--- src/rtl/alu_selftest_pkg.sv ---
// Shared types and the built-in test-vector table for the ALU self-test sequencer.
// The vector table exercises an equality-compare unit: expected C is 1 only when A == B.
package alu_selftest_pkg;

    localparam int WIDTH       = 6;
    localparam int TABLE_DEPTH = 8;
    localparam int CNT_W       = 4;

    typedef enum logic [2:0] {
        ST_IDLE,
        ST_DRIVE,
        ST_SETTLE,
        ST_CHECK,
        ST_DONE
    } state_t;

    typedef struct packed {
        logic [WIDTH-1:0] a;
        logic [WIDTH-1:0] b;
        logic [WIDTH-1:0] expected;
    } vec_t;

    // Indices beyond the table return an all-zero vector (0 == 0 would expect 1,
    // so such entries are deliberately marked as expecting 0 to flag an oversized run).
    function automatic vec_t vec_entry(input logic [31:0] idx);
        vec_t v;
        v = '0;
        case (idx)
            32'd0:   v = '{a: WIDTH'(5),  b: WIDTH'(3),  expected: WIDTH'(0)};
            32'd1:   v = '{a: WIDTH'(2),  b: WIDTH'(15), expected: WIDTH'(0)};
            32'd2:   v = '{a: WIDTH'(13), b: WIDTH'(40), expected: WIDTH'(0)};
            32'd3:   v = '{a: WIDTH'(49), b: WIDTH'(15), expected: WIDTH'(0)};
            32'd4:   v = '{a: WIDTH'(19), b: WIDTH'(19), expected: WIDTH'(1)};
            32'd5:   v = '{a: WIDTH'(61), b: WIDTH'(54), expected: WIDTH'(0)};
            32'd6:   v = '{a: WIDTH'(39), b: WIDTH'(60), expected: WIDTH'(0)};
            32'd7:   v = '{a: WIDTH'(49), b: WIDTH'(49), expected: WIDTH'(1)};
            default: v = '0;
        endcase
        return v;
    endfunction

endpackage

--- src/rtl/alu_selftest_rom.sv ---
// Combinational lookup of {A, B, expected C} for one vector index.
module alu_selftest_rom
    import alu_selftest_pkg::*;
#(
    parameter int IDX_W = 3
) (
    input  logic [IDX_W-1:0] idx_i,
    output vec_t             vec_o
);

    always_comb begin
        vec_o = vec_entry(32'(idx_i));
    end

endmodule

--- src/rtl/alu_selftest.sv ---
// Built-in self-test sequencer: drives each ROM vector onto A/B, waits for the unit
// under test to settle, compares C with the expected result and tallies mismatches.
module alu_selftest #(
    parameter  int WIDTH         = alu_selftest_pkg::WIDTH,
    parameter  int NUM_VECTORS   = 8,
    parameter  int SETTLE_CYCLES = 2,
    localparam int FC_W          = $clog2(NUM_VECTORS + 1),
    localparam int IDX_W         = $clog2(NUM_VECTORS)
) (
    input  logic             clk,
    input  logic             reset,
    input  logic             start,
    output logic [WIDTH-1:0] A,
    output logic [WIDTH-1:0] B,
    input  logic [WIDTH-1:0] C,
    output logic             busy,
    output logic             done,
    output logic             pass,
    output logic [FC_W-1:0]  fail_count,
    output logic [IDX_W-1:0] first_fail,
    output logic [IDX_W-1:0] vec_idx
);
    import alu_selftest_pkg::*;

    localparam logic [IDX_W-1:0] LAST_IDX    = IDX_W'(NUM_VECTORS - 1);
    localparam logic [FC_W-1:0]  FC_MAX      = FC_W'(NUM_VECTORS);
    localparam logic [CNT_W-1:0] SETTLE_LOAD = CNT_W'(SETTLE_CYCLES - 1);

    state_t             state_q, state_d;
    logic [WIDTH-1:0]   a_q, a_d;
    logic [WIDTH-1:0]   b_q, b_d;
    logic [CNT_W-1:0]   cnt_q, cnt_d;
    logic [IDX_W-1:0]   idx_q, idx_d;
    logic [IDX_W-1:0]   first_q, first_d;
    logic [FC_W-1:0]    fail_q, fail_d;
    logic               busy_q, busy_d;
    logic               done_q, done_d;
    logic               pass_q, pass_d;
    vec_t               rom_vec;
    logic               mismatch;

    alu_selftest_rom #(
        .IDX_W (IDX_W)
    ) u_rom (
        .idx_i (idx_q),
        .vec_o (rom_vec)
    );

    assign mismatch = (C != WIDTH'(rom_vec.expected));

    always_comb begin
        state_d = state_q;
        a_d     = a_q;
        b_d     = b_q;
        cnt_d   = cnt_q;
        idx_d   = idx_q;
        first_d = first_q;
        fail_d  = fail_q;

        case (state_q)
            ST_IDLE, ST_DONE: begin
                if (start) begin
                    fail_d  = '0;
                    first_d = '0;
                    idx_d   = '0;
                    state_d = ST_DRIVE;
                end
            end
            ST_DRIVE: begin
                a_d     = WIDTH'(rom_vec.a);
                b_d     = WIDTH'(rom_vec.b);
                cnt_d   = SETTLE_LOAD;
                state_d = ST_SETTLE;
            end
            ST_SETTLE: begin
                if (cnt_q == '0) begin
                    state_d = ST_CHECK;
                end else begin
                    cnt_d = cnt_q - 1'b1;
                end
            end
            ST_CHECK: begin
                if (mismatch) begin
                    if (fail_q != FC_MAX) begin
                        fail_d = fail_q + 1'b1;
                    end
                    if (fail_q == '0) begin
                        first_d = idx_q;
                    end
                end
                // The last vector leaves vec_idx in place so it still names the final entry.
                if (idx_q < LAST_IDX) begin
                    idx_d   = idx_q + 1'b1;
                    state_d = ST_DRIVE;
                end else begin
                    state_d = ST_DONE;
                end
            end
            default: begin
                state_d = ST_IDLE;
            end
        endcase

        busy_d = (state_d == ST_DRIVE) || (state_d == ST_SETTLE) || (state_d == ST_CHECK);
        done_d = (state_d == ST_DONE);
        pass_d = done_d && (fail_d == '0);
    end

    always_ff @(posedge clk) begin
        if (reset) begin
            state_q <= ST_IDLE;
            a_q     <= '0;
            b_q     <= '0;
            cnt_q   <= '0;
            idx_q   <= '0;
            first_q <= '0;
            fail_q  <= '0;
            busy_q  <= 1'b0;
            done_q  <= 1'b0;
            pass_q  <= 1'b0;
        end else begin
            state_q <= state_d;
            a_q     <= a_d;
            b_q     <= b_d;
            cnt_q   <= cnt_d;
            idx_q   <= idx_d;
            first_q <= first_d;
            fail_q  <= fail_d;
            busy_q  <= busy_d;
            done_q  <= done_d;
            pass_q  <= pass_d;
        end
    end

    assign A          = a_q;
    assign B          = b_q;
    assign busy       = busy_q;
    assign done       = done_q;
    assign pass       = pass_q;
    assign fail_count = fail_q;
    assign first_fail = first_q;
    assign vec_idx    = idx_q;

endmodule

--- config.mk ---
export PLATFORM = sky130hd
export DESIGN_NAME = alu_selftest
export DESIGN_NICKNAME = d
export VERILOG_FILES = /design/src/rtl/alu_selftest_pkg.sv /design/src/rtl/alu_selftest_rom.sv /design/src/rtl/alu_selftest.sv
export SDC_FILE = /design/constraint.sdc
export NUM_CORES = 1
export LEC_CHECK = 0
export CORE_AREA = 3 3 74 76
export DETAILED_ROUTE_END_ITERATION = 7
export DIE_AREA = 0 0 77 79
export PLACE_DENSITY_LB_ADDON = 0.25
export SYNTH_ARGS = -nofsm -noshare
export SYNTH_HDL_FRONTEND = slang
export SYNTH_SLANG_ARGS = --single-unit
--- constraint.sdc ---
create_clock -name clk -period 2.9 [get_ports clk]
set_input_delay 0.725 -clock clk [delete_from_list [all_inputs] [get_ports clk]]
set_output_delay 0.725 -clock clk [all_outputs]
set_load 0.02 [all_outputs]
## Word level (Yosys, flattened, before mapping)

Memory sizes are Yosys's and may differ from the RTL's. A register that Yosys moved wholly into a read port is not among the register bits.
Cells that the tools add are included.

- Flip-flop bits (word level): 32
- ROM bits: 104
- Output and inout port bits: 25
- Memories kept: 1

Memories:

| memory | depth | width | read ports | clocked after Yosys merged registers in | wr ports | line | source |
|---|---|---|---|---|---|---|---|
| (no name shown) | 8 | 13 | 1 | 1 | 0 | alu_selftest_pkg.sv:28 | `case (idx)` |

- Add/sub/neg operators: 3
- $lt $le $gt $ge: 1
- Eq/ne operators: 15
- Muxes and demuxes: 18
- Reductions and logical operators: 13

Operator list:

| operator | count |
|---|---|
| two-way mux 3 bit | 9 |
| two-way mux 4 bit | 4 |
| case mux 4 bit (2 select lines) | 2 |
| equality test 3 x 2 -> 1 bit, second input constant | 4 |
| zero test 4 bit | 3 |
| case mux 3 bit (2 select lines) | 2 |
| case mux 3 bit (4 select lines) | 1 |
| inequality test 2 bit, second input constant | 5 |
| equality test 3 x 1 -> 1 bit, second input constant | 2 |
| equality test 3 bit, second input constant | 2 |
| inequality test 6 bit | 1 |
| adder 4 x 1 -> 4 bit, second input constant | 1 |
| inequality test 4 bit, second input constant | 1 |
| AND reduction 4 bit | 1 |
| nonzero test 2 bit | 2 |
| subtractor 4 x 1 -> 4 bit, second input constant | 1 |
| adder 3 x 1 -> 3 bit, second input constant | 1 |
| zero test 3 bit | 1 |
| less-than comparator 3 bit, second input constant | 1 |
| AND reduction 3 bit | 1 |
| logical OR 1 bit | 2 |
| AND reduction 2 bit | 1 |
| OR reduction 2 bit | 1 |
| logical AND 1 bit | 1 |

## Logic depth before layout (Yosys ltp)

- Depth in word-level cells: 6
- Depth in mapped cells: 9
- Mapped depth without buffers: 8

## Modules after synthesis

Synthesis repeated with hierarchy kept, for this count alone.

- Cells, all modules: 210
- Area, all modules: 1,804.2 sq um

By module, submodules not included:

| module | times used | cells each | area each (sq um) | sequential area each (sq um) |
|---|---|---|---|---|
| alu_selftest | 1 | 173 | 1,527.7 | 640.6 |
| alu_selftest_rom | 1 | 37 | 276.5 | 0.0 |

## Worst setup path before layout

Ideal clock, no wire load.

- Path type: input to register
- Start: input start
- End: register, netlist name u_rom.vec_o[14]
- Arrival time: 2.093 ns
- Setup slack: 0.691 ns
- Cell stages on the path: 8
- Path buffers: 1
- Cells stage by stage: or3b_1 > buf_2 > a31oi_2 > nor2_1 > inv_1 > ha_1 > nor2b_1 > nor2_1

- Longest elaborated chain between the ends: 4

RTL lines:

| element | line | source |
|---|---|---|
| start: declaration | alu_selftest.sv:12 | `input logic start,` |
| inequality test 2 bit (no line) | - |  |
| AND reduction 3 bit (no line) | - |  |
| two-way mux 3 bit (no line) (2 in a row) | - |  |

No other way between the ends.
A chain may end at the register's enable or synchronous reset.

## Worst setup path in the final report

- Start: input start
- End: register, netlist name u_rom.vec_o[15]

- Longest elaborated chain between the ends: 4

RTL lines:

| element |
|---|
| inequality test 2 bit (no line) |
| AND reduction 3 bit (no line) |
| two-way mux 3 bit (no line) (2 in a row) |

No other way between the ends.

==> results.cfg <==
[run_status]
outcome = complete, no violations

[critical_path]
worstPathArrival_ns = 2.55
r2r_start = state_q[0]$_SDFF_PP0_
endpoint_kind = register
critPathKind = primary input to register
worst-r2r-setup-slack_ns = 0.75
rr_endpoint = u_rom.vec_o[15]$_DFF_P_
path_max_fanout = 8
crit_required_ns = 3.09
ff2ff_path_depth = 4
worst_setup_path_start_kind = primary input

[logic_synthesis]
avgSynthCellArea_um2 = 9.099
postSynthCellCount = 213
synth_edf_count = 0
synth-main-ff-cell = dfxtp_1
synthTopCellsByArea = dfxtp_1 46%, nand2_1 7.0%, ha_1 6.5%, a21oi_1 5.4%, nor2_1 2.5%
seq_area_frac_synth_pct = 46.48
ys_types = 46
synth_area_mm2 = 0.001938
ys_ff_latch = 45
synth_top_area_share_pct = 46.48
yosysTopAreaCell = dfxtp_1
ys.warnings.count = 0
async_flop_share_pct = 0
synth_nets = 232

[detailed_routing]
drt-wirelength-per-cell_um = 11.99
drcViolationCount = 0
highest_layer = met4
drtIter0Drc = 67
final_antenna_net_count = 0
finalWirelength_um = 3813
num_vias = 1525
wl_met3_um = 138
firstDrtPassIters = 4
wl_met1_um = 1978
via_per_inst = 4.796
route.met2.wl_um = 1651

[global_route]
grt_overflow = 0
grt_max_degree = 16
grt_usage_pct = 12.94
grt_pass1_vias = 1420
antenna_found_initial = 0
grt_pass1_wl_um = 6458

[sta]
hold_viol_final = 0
finalMaxSlewViolations = 0
finalWorstPathRequiredPeriod_ns = 2.366
holdWs_ns = 0.4379
grt_setup_unrepaired = false
skew_ns = 0.002939
setup_viol = 0
tightest_slew_ns = 0.5255
fmax_mhz = 422.7
finalCritPeriodShare_pct = 81.57
setup_tns_ns = 0
slew_headroom_pct = 64.96

[final_layout]
final_util_pct = 51.48
final_cell_mix = 45 x dfxtp_1, 36 x nand2_1, 33 x clkdlybuf4s50_1
multi_input_area_um2 = 954.7
n_antenna_cell = 0
drive_gt1_share_pct = 10.76
layout_commonest_cell = dfxtp_1
fillCellCount = 453
regArea_um2 = 900.9
fin_nets = 269
area_delta_synth_final_pct = 27.11

[power]
ir_drop_mv = 0.3042
p_comb_share_pct = 17.3
clkPwrFrac_pct = 33.5
p_seq_share_pct = 49.2
p_int_mw = 1.017
p_leak_nw = 0.9449
power_switching_mw = 0.3900
p_sw_share_pct = 27.72
power.density_mw_per_mm2 = 571.1

[floorplan]
start_util_pct = 40.50
core_area_mm2 = 0.004786
die_h_um = 79
io_pins = 34
fp.dieW_um = 77
die_area_mm2 = 0.006083
rows = 25

[flow_run]
cap_violations = 0

[hold_path]
whs_path_depth = 2
hold_path_end = B[5]$_SDFFE_PP0P_
hold_path.startpoint = u_rom.vec_o[11]$_DFF_P_
hold_class = register to register

[placed_design]
globalplace.congestion = 0.8662
hpwl_um = 2786
port_buffers = 33

[clock_tree]
cts_setup_buffers = 0
cts-hold-fix-buffers = 0
clkSinkCount = 45
path_clk_slew_ns = 0.08
cts_buffer_depth = 2
numCtsBuffers = 5
cts_resized = 0
cts_tree = yes
htreeDepth = 2
cts-root-buf = clkbuf_8
clock_latency_ns = 0.29
==> through the flow <==
| step | worst slack (ns) | instances | cell area (um^2) | power (mW) |
|---|---|---|---|---|
| floorplan | 0.6913 | 213 | 1938 | 0.8698 |
| global placement | 0.2449 | 310 | 2352 | 0.9484 |
| detailed placement | 0.2157 | 310 | 2352 | 0.9502 |
| CTS | 0.5341 | 318 | 2464 | 1.419 |
| global route | 0.4481 | 318 | 2464 | 1.479 |
| finish | 0.5344 | 318 | 2464 | 1.407 |
==> state kept, by name, summed over array words and instances (netlist names) <==
signal       count
first_fail       3
pass             1
vec_idx          3
u_rom.vec_o     13
cnt_q            4
fail_count       4
done             1
B                6
A                6
busy             1
state_q          3
==> Yosys cell counts, types with 2 or more instances <==
cell and n:
dfxtp_1 45, nor3_1 8, buf_2 3, a22oi_1 3, nand2b_1 2, clkbuf_1 4
ha_1 10, nand3_1 2, o21a_1 2, mux2i_1 3, a31oi_1 4, or3_1 3
nand2_1 36, o21ai_0 6, buf_4 2, a21oi_1 21, nor2_1 13, nand3b_1 4
and3b_1 3, inv_1 9, xnor2_1 4, nor2b_1 2
==> worst max-delay path by stage <==
| stage | from | to | slack [ns] | cells after the start |
|---|---|---|---|---|
| after floorplan | start | u_rom.vec_o[14]$_DFF_P_ | 0.69 | 8 |
| after global placement | start | u_rom.vec_o[15]$_DFF_P_ | 0.24 | 7 |
| after detailed placement | start | u_rom.vec_o[15]$_DFF_P_ | 0.22 | 7 |
| after CTS | start | u_rom.vec_o[15]$_DFF_P_ | 0.53 | 7 |
| after global routing | start | u_rom.vec_o[14]$_DFF_P_ | 0.45 | 8 |
| final | start | u_rom.vec_o[15]$_DFF_P_ | 0.53 | 7 |
==> power by group through the flow <==
stage	logic [mW]	registers [mW]	clock network [mW]
2_1_floorplan	0.162	0.708	0
3_3_place_gp	0.241	0.707	0
3_5_place_dp	0.244	0.706	0
4_1_cts	0.245	0.692	0.482
5_1_grt	0.270	0.698	0.512
6_report	0.243	0.693	0.471
==> cells by family after synthesis <==
| kind of cell | Yosys count | share of synthesized area, % |
|---|---|---|
| AO/OA/AOI/OAI | 43 | 13.49 |
| multiplexers | 4 | 2.130 |
| flip-flops | 45 | 46.48 |
| AND/OR/NAND/NOR | 87 | 24.92 |
| adder cells (fa/ha/maj) | 10 | 6.456 |
| XOR/XNOR | 5 | 2.259 |
| buffers and inverters | 19 | 4.260 |
==> layer usage <==
| metal | vias to the layer above | global-route usage (%) |
|---|---|---|
| met3 | 5 | 2.608 |
| met1 | 693 | 17.51 |
| met5 | - | 0 |
| li1 | 799 | - |
| met4 | 0 | 4.804 |
| met2 | 28 | 20.47 |
==> critical path, cell delays in order <==
cell             delay, ns
clkdlybuf4s50_1       0.52
or3b_1                0.43
nand2_1               0.11
a221o_2               0.24
inv_2                 0.06
ha_1                  0.20
mux2_2                0.26
==> layout make-up <==
cell class,count,area share [%]
Inverter,10,1.524
Clock inverter,2,1.574
Multi-Input combinational cell,149,38.75
Clock buffer,6,2.946
Timing Repair Buffer,39,15.24
Sequential cell,45,36.57
Tap cell,67,3.403
(Power assumes the default switching activity.)
==> RTL edit 1, RTL diff (config.mk and constraints unchanged) <==
Put one more register stage on the output `A`, with the module's reset. The value now appears one clock later. The other outputs are not delayed to match. Comments in the files are not updated.
--- a/src/rtl/alu_selftest.sv
+++ b/src/rtl/alu_selftest.sv
@@ -132,7 +132,13 @@
         end
     end
 
-    assign A          = a_q;
+    always_ff @(posedge clk) begin
+        if (reset) begin
+            A <= '0;
+        end else begin
+            A <= a_q;
+        end
+    end
     assign B          = b_q;
     assign busy       = busy_q;
     assign done       = done_q;
Function: changed (Yosys sat finds a counterexample within 4 cycles, from zero or initial values and one cycle with reset high).
==> RTL edit 1 against the original RTL <==
Worst hold slack gained 0.96 ps. First-iteration DRC count down 34%. Clock power up 9.1%. Wire length is 1.1% lower. Sequential cell count rose by 6. Final cell count up 3.8%. Worst setup slack got worse by 59 ps. Design area up 7.1%. Count of clock-buffer cells in the layout unchanged. Critical path depth is 1 higher. Global-route usage rose by 0.68 points. Synthesized area grew 10%. Total power up 7.5%. Fmax is 2.4% lower. Critical path type unchanged. Critical endpoint is now u_rom.vec_o[13]$_DFF_P_. Highest routed layer unchanged.
==> RTL edit 1: results (changes against the original RTL) <==
Synth Register Bits - 51 (+13%)
1st-iter DRT viols - 44 (-34%)
Clk cell area share - 4.60% (+0.079 points)
Footprint of the multi-input gates - 0.00100 mm2 (+5.1%)
CLK BUF - 6 (unchanged)
Worst path max stage delay - 500 ps (-20 ps)
FFs w/ async S/R, synth - 0% (unchanged)
Max reg flops - 13 (unchanged)
Crit Path Max Fanout - 7 (-1)
Fraction of area in registers - 38.7% (+2.1 points)
Final net count - 281 (+4.5%)
DR vias/cell - 4.74 (-1.2%)
Routed wire length per instance - 11.4 um (-4.7%)
Final non-clock buffer share - 13.4% (-1.9 points)
Root buffer cell - clkbuf_8
Status - finished, final reports clean
Gpl congestion - 0.782 (-9.7%)
Share of cells above drive strength 1 - 11.4% (+0.65 points)
Count of plain and timing-repair buffers - 36 (-7.7%)
Multi-input combinational area share - 38.0% (-0.72 points)
Routed vias - 1564 (+2.6%)
Netlist cell types - 43 (-6.5%)
Antenna Cells - 0 (unchanged)
Number of global-route vias before repair - 1469 (+3.5%)
GR Util All Layers - 13.6% (+0.68 points)
Synth top area cells - dfxtp_1 48%, ha_1 5.9%, nand2_1 5.8%, a21oi_1 4.9%, nor2_1 3.2%
Post-synth top cells - 51 x dfxtp_1, 33 x nand2_1, 21 x a21oi_1
Final antenna-violating net count - 0 (unchanged)
TritonCTS Buffers - 5 (unchanged)
Cell Area, Placed - 0.00252 mm2 (+7.0%)
Fill count - 466 (+2.9%)
Placed insts - 322 (+3.9%)
Worst EP arrival - 2620 ps (+70 ps)
Slew margin rel. - 41.6% (-23 points)
Max IR drop VDD - 0.301 mV (-1.1%)
LEAKAGE - 0.00100 uW (+6.2%)
Post-Syn Nets - 248 (+6.9%)
Cell count after synthesis - 229 (+7.5%)
First-pass GRT wire length - 6650 um (+3.0%)
#MultiIn Comb - 153 (+2.7%)
Largest net degree at the start of global routing - 23 (+7)
Post-synthesis sequential area ratio - 47.8% (+1.3 points)
Drt pass-1 iters - 6 (+2)
Inverter count - 15 (+5)
Worst Skew - 3.69 ps (+0.754 ps)
Post-DP HPWL - 2740 um (-1.8%)
Clk buf depth - 2 (unchanged)
H-Tree Depth - 2 (unchanged)
Port bufs - 33 (unchanged)
[RTL edit 1: worst min-delay path, stage by stage, from the launching register on]
cell and delay (ps):
dfxtp_1 300, nand2_1 50, a21oi_1 50
[RTL edit 1: routing by layer]
layer  up-vias  GRT usage [%]  wire length (um)
met5         -              0                 0
met4         0           5.52                50
met3         5           4.08               173
met2        27           21.5              1700
met1       701           17.4              1850
li1        831              -                 -
[RTL edit 1: power breakdown]
| part | total [uW] | switching, uW | leakage [uW] | internal [uW] |
|---|---|---|---|---|
| clock | 514 | 230 | 0.0000618 | 284 |
| combinational | 230 | 127 | 0.000529 | 103 |
| sequential | 768 | 31.6 | 0.000413 | 737 |
[RTL edit 1: path summary, 6_finish.rpt]
| check | to | slack (ps) | cells after the start | from |
|---|---|---|---|---|
| setup / recovery | u_rom.vec_o[13]$_DFF_P_ | 480 | 8 | start |
| hold / removal | a_q[0]$_SDFFE_PP0P_ | 440 | 2 | u_rom.vec_o[12]$_SDFF_PP1_ |
| setup reg to reg | u_rom.vec_o[6]$_DFF_P_ | 750 | 8 | state_q[2]$_SDFF_PP0_ |
| hold reg to reg | a_q[0]$_SDFFE_PP0P_ | 440 | 2 | u_rom.vec_o[12]$_SDFF_PP1_ |
[RTL edit 1: cell families (layout without fill, tap and decap cells)]
group                      count (synthesis)  in the layout  synth area share (%)
adders and majority gates                 10             10                  5.85
buffers and inverters                     25             59                  5.27
muxes                                      7              7                  3.69
DFF                                       51             51                  47.8
and+or+nand+nor                           88             88                  21.3
AOI/OAI and AO/OA                         43             43                  14.1
xor gates and xnor gates                   5              5                  2.05
[RTL edit 1: metrics by stage]
step	hold WS (ps)	total power [uW]	setup slack, ps
floorplan	417	949	767
global placement	424	1010	169
detailed placement	425	1020	149
CTS	439	1540	473
global route	458	1590	391
finish	439	1510	476
==> RTL edit 2, RTL diff (same settings) <==
Made on the original files. `NUM_VECTORS`: 8 -> 16.
--- a/src/rtl/alu_selftest.sv
+++ b/src/rtl/alu_selftest.sv
@@ -2,7 +2,7 @@
 // under test to settle, compares C with the expected result and tallies mismatches.
 module alu_selftest #(
     parameter  int WIDTH         = alu_selftest_pkg::WIDTH,
-    parameter  int NUM_VECTORS   = 8,
+    parameter  int NUM_VECTORS   = 16,
     parameter  int SETTLE_CYCLES = 2,
     localparam int FC_W          = $clog2(NUM_VECTORS + 1),
     localparam int IDX_W         = $clog2(NUM_VECTORS)
Interface: changed (resized fail_count, first_fail and vec_idx); port bits go from 34 to 37. The function was not compared with the original's and may differ.
==> RTL edit 2 against the original RTL <==
Total power is 1.9% lower. Design area grew 9.8%. Wire length rose by 7.8%. Clock power fell by 14%. Combinational power increased by 2%. Worst setup slack improved by 77 ps. Global-route usage is 0.66 points higher. Sequential cell count rose by 3. Synthesized area up 12%.
==> RTL edit 2: results (changes against the original RTL) <==
Status - finished, final reports clean
Routed wire length per instance - 12.2 um (+2.0%)
Final net count - 288 (+7.1%)
Crit path capture - fail_count[1]$_SDFF_PP0_
Post-synthesis sequential area ratio - 44.2% (-2.3 points)
Hold Path Class - reg2reg
Worst EP arrival - 2530 ps (-20 ps)
Syn. warnings - 0 (unchanged)
Clk buf depth - 2 (unchanged)
Antenna Cells - 0 (unchanged)
Fill count - 456 (+0.66%)
Crit path from - C[1]
FFs w/ async S/R, synth - 0% (unchanged)
Pre-CTS setup slack - 299 ps (+83.4 ps)
Post-CTS Setup Inserts - 0 (unchanged)
Netlist cell types - 42 (-8.7%)
H-Tree Depth - 2 (unchanged)
Share of cells above drive strength 1 - 11.9% (+1.1 points)
Number of global-route vias before repair - 1471 (+3.6%)
FF-to-FF setup slack - 640 ps (-110 ps)
R2r startpoint - vec_idx[0]$_SDFFE_PP0N_
HP Start - B[5]$_SDFFE_PP0P_
Largest net degree at the start of global routing - 18 (+2)
TritonCTS Buffers - 5 (unchanged)
Hold path cells - 2 (unchanged)
Post-Syn Nets - 248 (+6.9%)
Post-DP HPWL - 2900 um (+4.3%)
Worst-Skew Late Latency - 300 ps
Post-synth top cells - 48 x dfxtp_1, 25 x a21oi_1, 25 x nand2_1
LEAKAGE - 0.000998 uW (+5.6%)
Gpl congestion - 0.807 (-6.8%)
First-pass GRT wire length - 6710 um (+3.9%)
Max IR drop VDD - 0.282 mV (-7.2%)
Worst Skew - 14.2 ps (+11.3 ps)
Port bufs - 36 (+9.1%)
Post-CTS Resized - 0 (unchanged)
Drt pass-1 iters - 4 (unchanged)
DR vias/cell - 4.86 (+1.3%)
Slew margin rel. - 58.1% (-6.8 points)
Crit Path Max Fanout - 5 (-3)
Max Clk Rate - 437 MHz (+3.3%)
Synth top area cells - dfxtp_1 44%, nand3b_1 6.6%, a21oi_1 5.8%, ha_1 5.8%, nand2_1 4.3%
Antenna violations before repair - 0 (unchanged)
GR Util All Layers - 13.6% (+0.66 points)
1st-iter DRT viols - 52 (-22%)
Pins Over Slew Limit - 0 (unchanged)
R2R cell count - 7 (+3)
[RTL edit 2: changes by cell type in the layout (fill, tap and decap cells not counted), moves of 4 or more]
cell and change:
mux2i_1 +6, nor2_1 -4, nand2_1 -11, nand3b_1 +15, a21oi_1 +4
[RTL edit 2: logic make-up (layout without fill, tap and decap cells)]
group	count (synthesis)	after routing	share of synthesized area, %
AO/OA/AOI/OAI	39	39	12.6
XOR/XNOR	5	5	2.02
adder cells (fa/ha/maj)	10	10	5.76
buffers and inverters	24	64	5.18
flip-flops	48	48	44.2
multiplexers	15	15	7.60
AND/OR/NAND/NOR	88	88	22.6
[RTL edit 2: critical path: stages]
cell and delay (ps):
clkdlybuf4s50_1 390, or4_1 540, nor2_2 260, a21oi_2 140, or3_1 330, a21oi_1 140
[RTL edit 2: per-stage QoR]
step	power [uW]	instances	area (um2)	hold slack (ps)	utilization, %
floorplan	909	229	2170	446	-
global placement	986	329	2610	442	54.6
detailed placement	990	329	2610	444	54.6
CTS	1400	336	2710	457	56.5
global route	1460	336	2710	477	56.5
finish	1380	336	2710	452	56.5
[RTL edit 2: per-layer routing]
layer	up-vias	routed length [um]	track usage (%)
li1	866	-	-
met1	727	2200	17.7
met2	34	1680	21.4
met3	6	167	3.85
met4	0	58	5.34
met5	-	0	0
[RTL edit 2: area by class of cell]
class / instances / area, um2 / area share, %
multi-input cells: 157 / 1100 / 40.7
flip-flops and latches: 48 / 961 / 35.5
repair buffers: 44 / 420 / 15.5
well taps: 67 / 83.8 / 3.10
clock buffers: 6 / 82.6 / 3.05
inverters: 13 / 48.8 / 1.80
clock inverters: 1 / 8.76 / 0.324
[RTL edit 2: report_power, final]
part           total [uW]  internal [uW]  switching (uW)  leakage (uW)
clock                 405            190             215     0.0000473
combinational         248            108             140      0.000562
sequential            726            692            34.4      0.000389
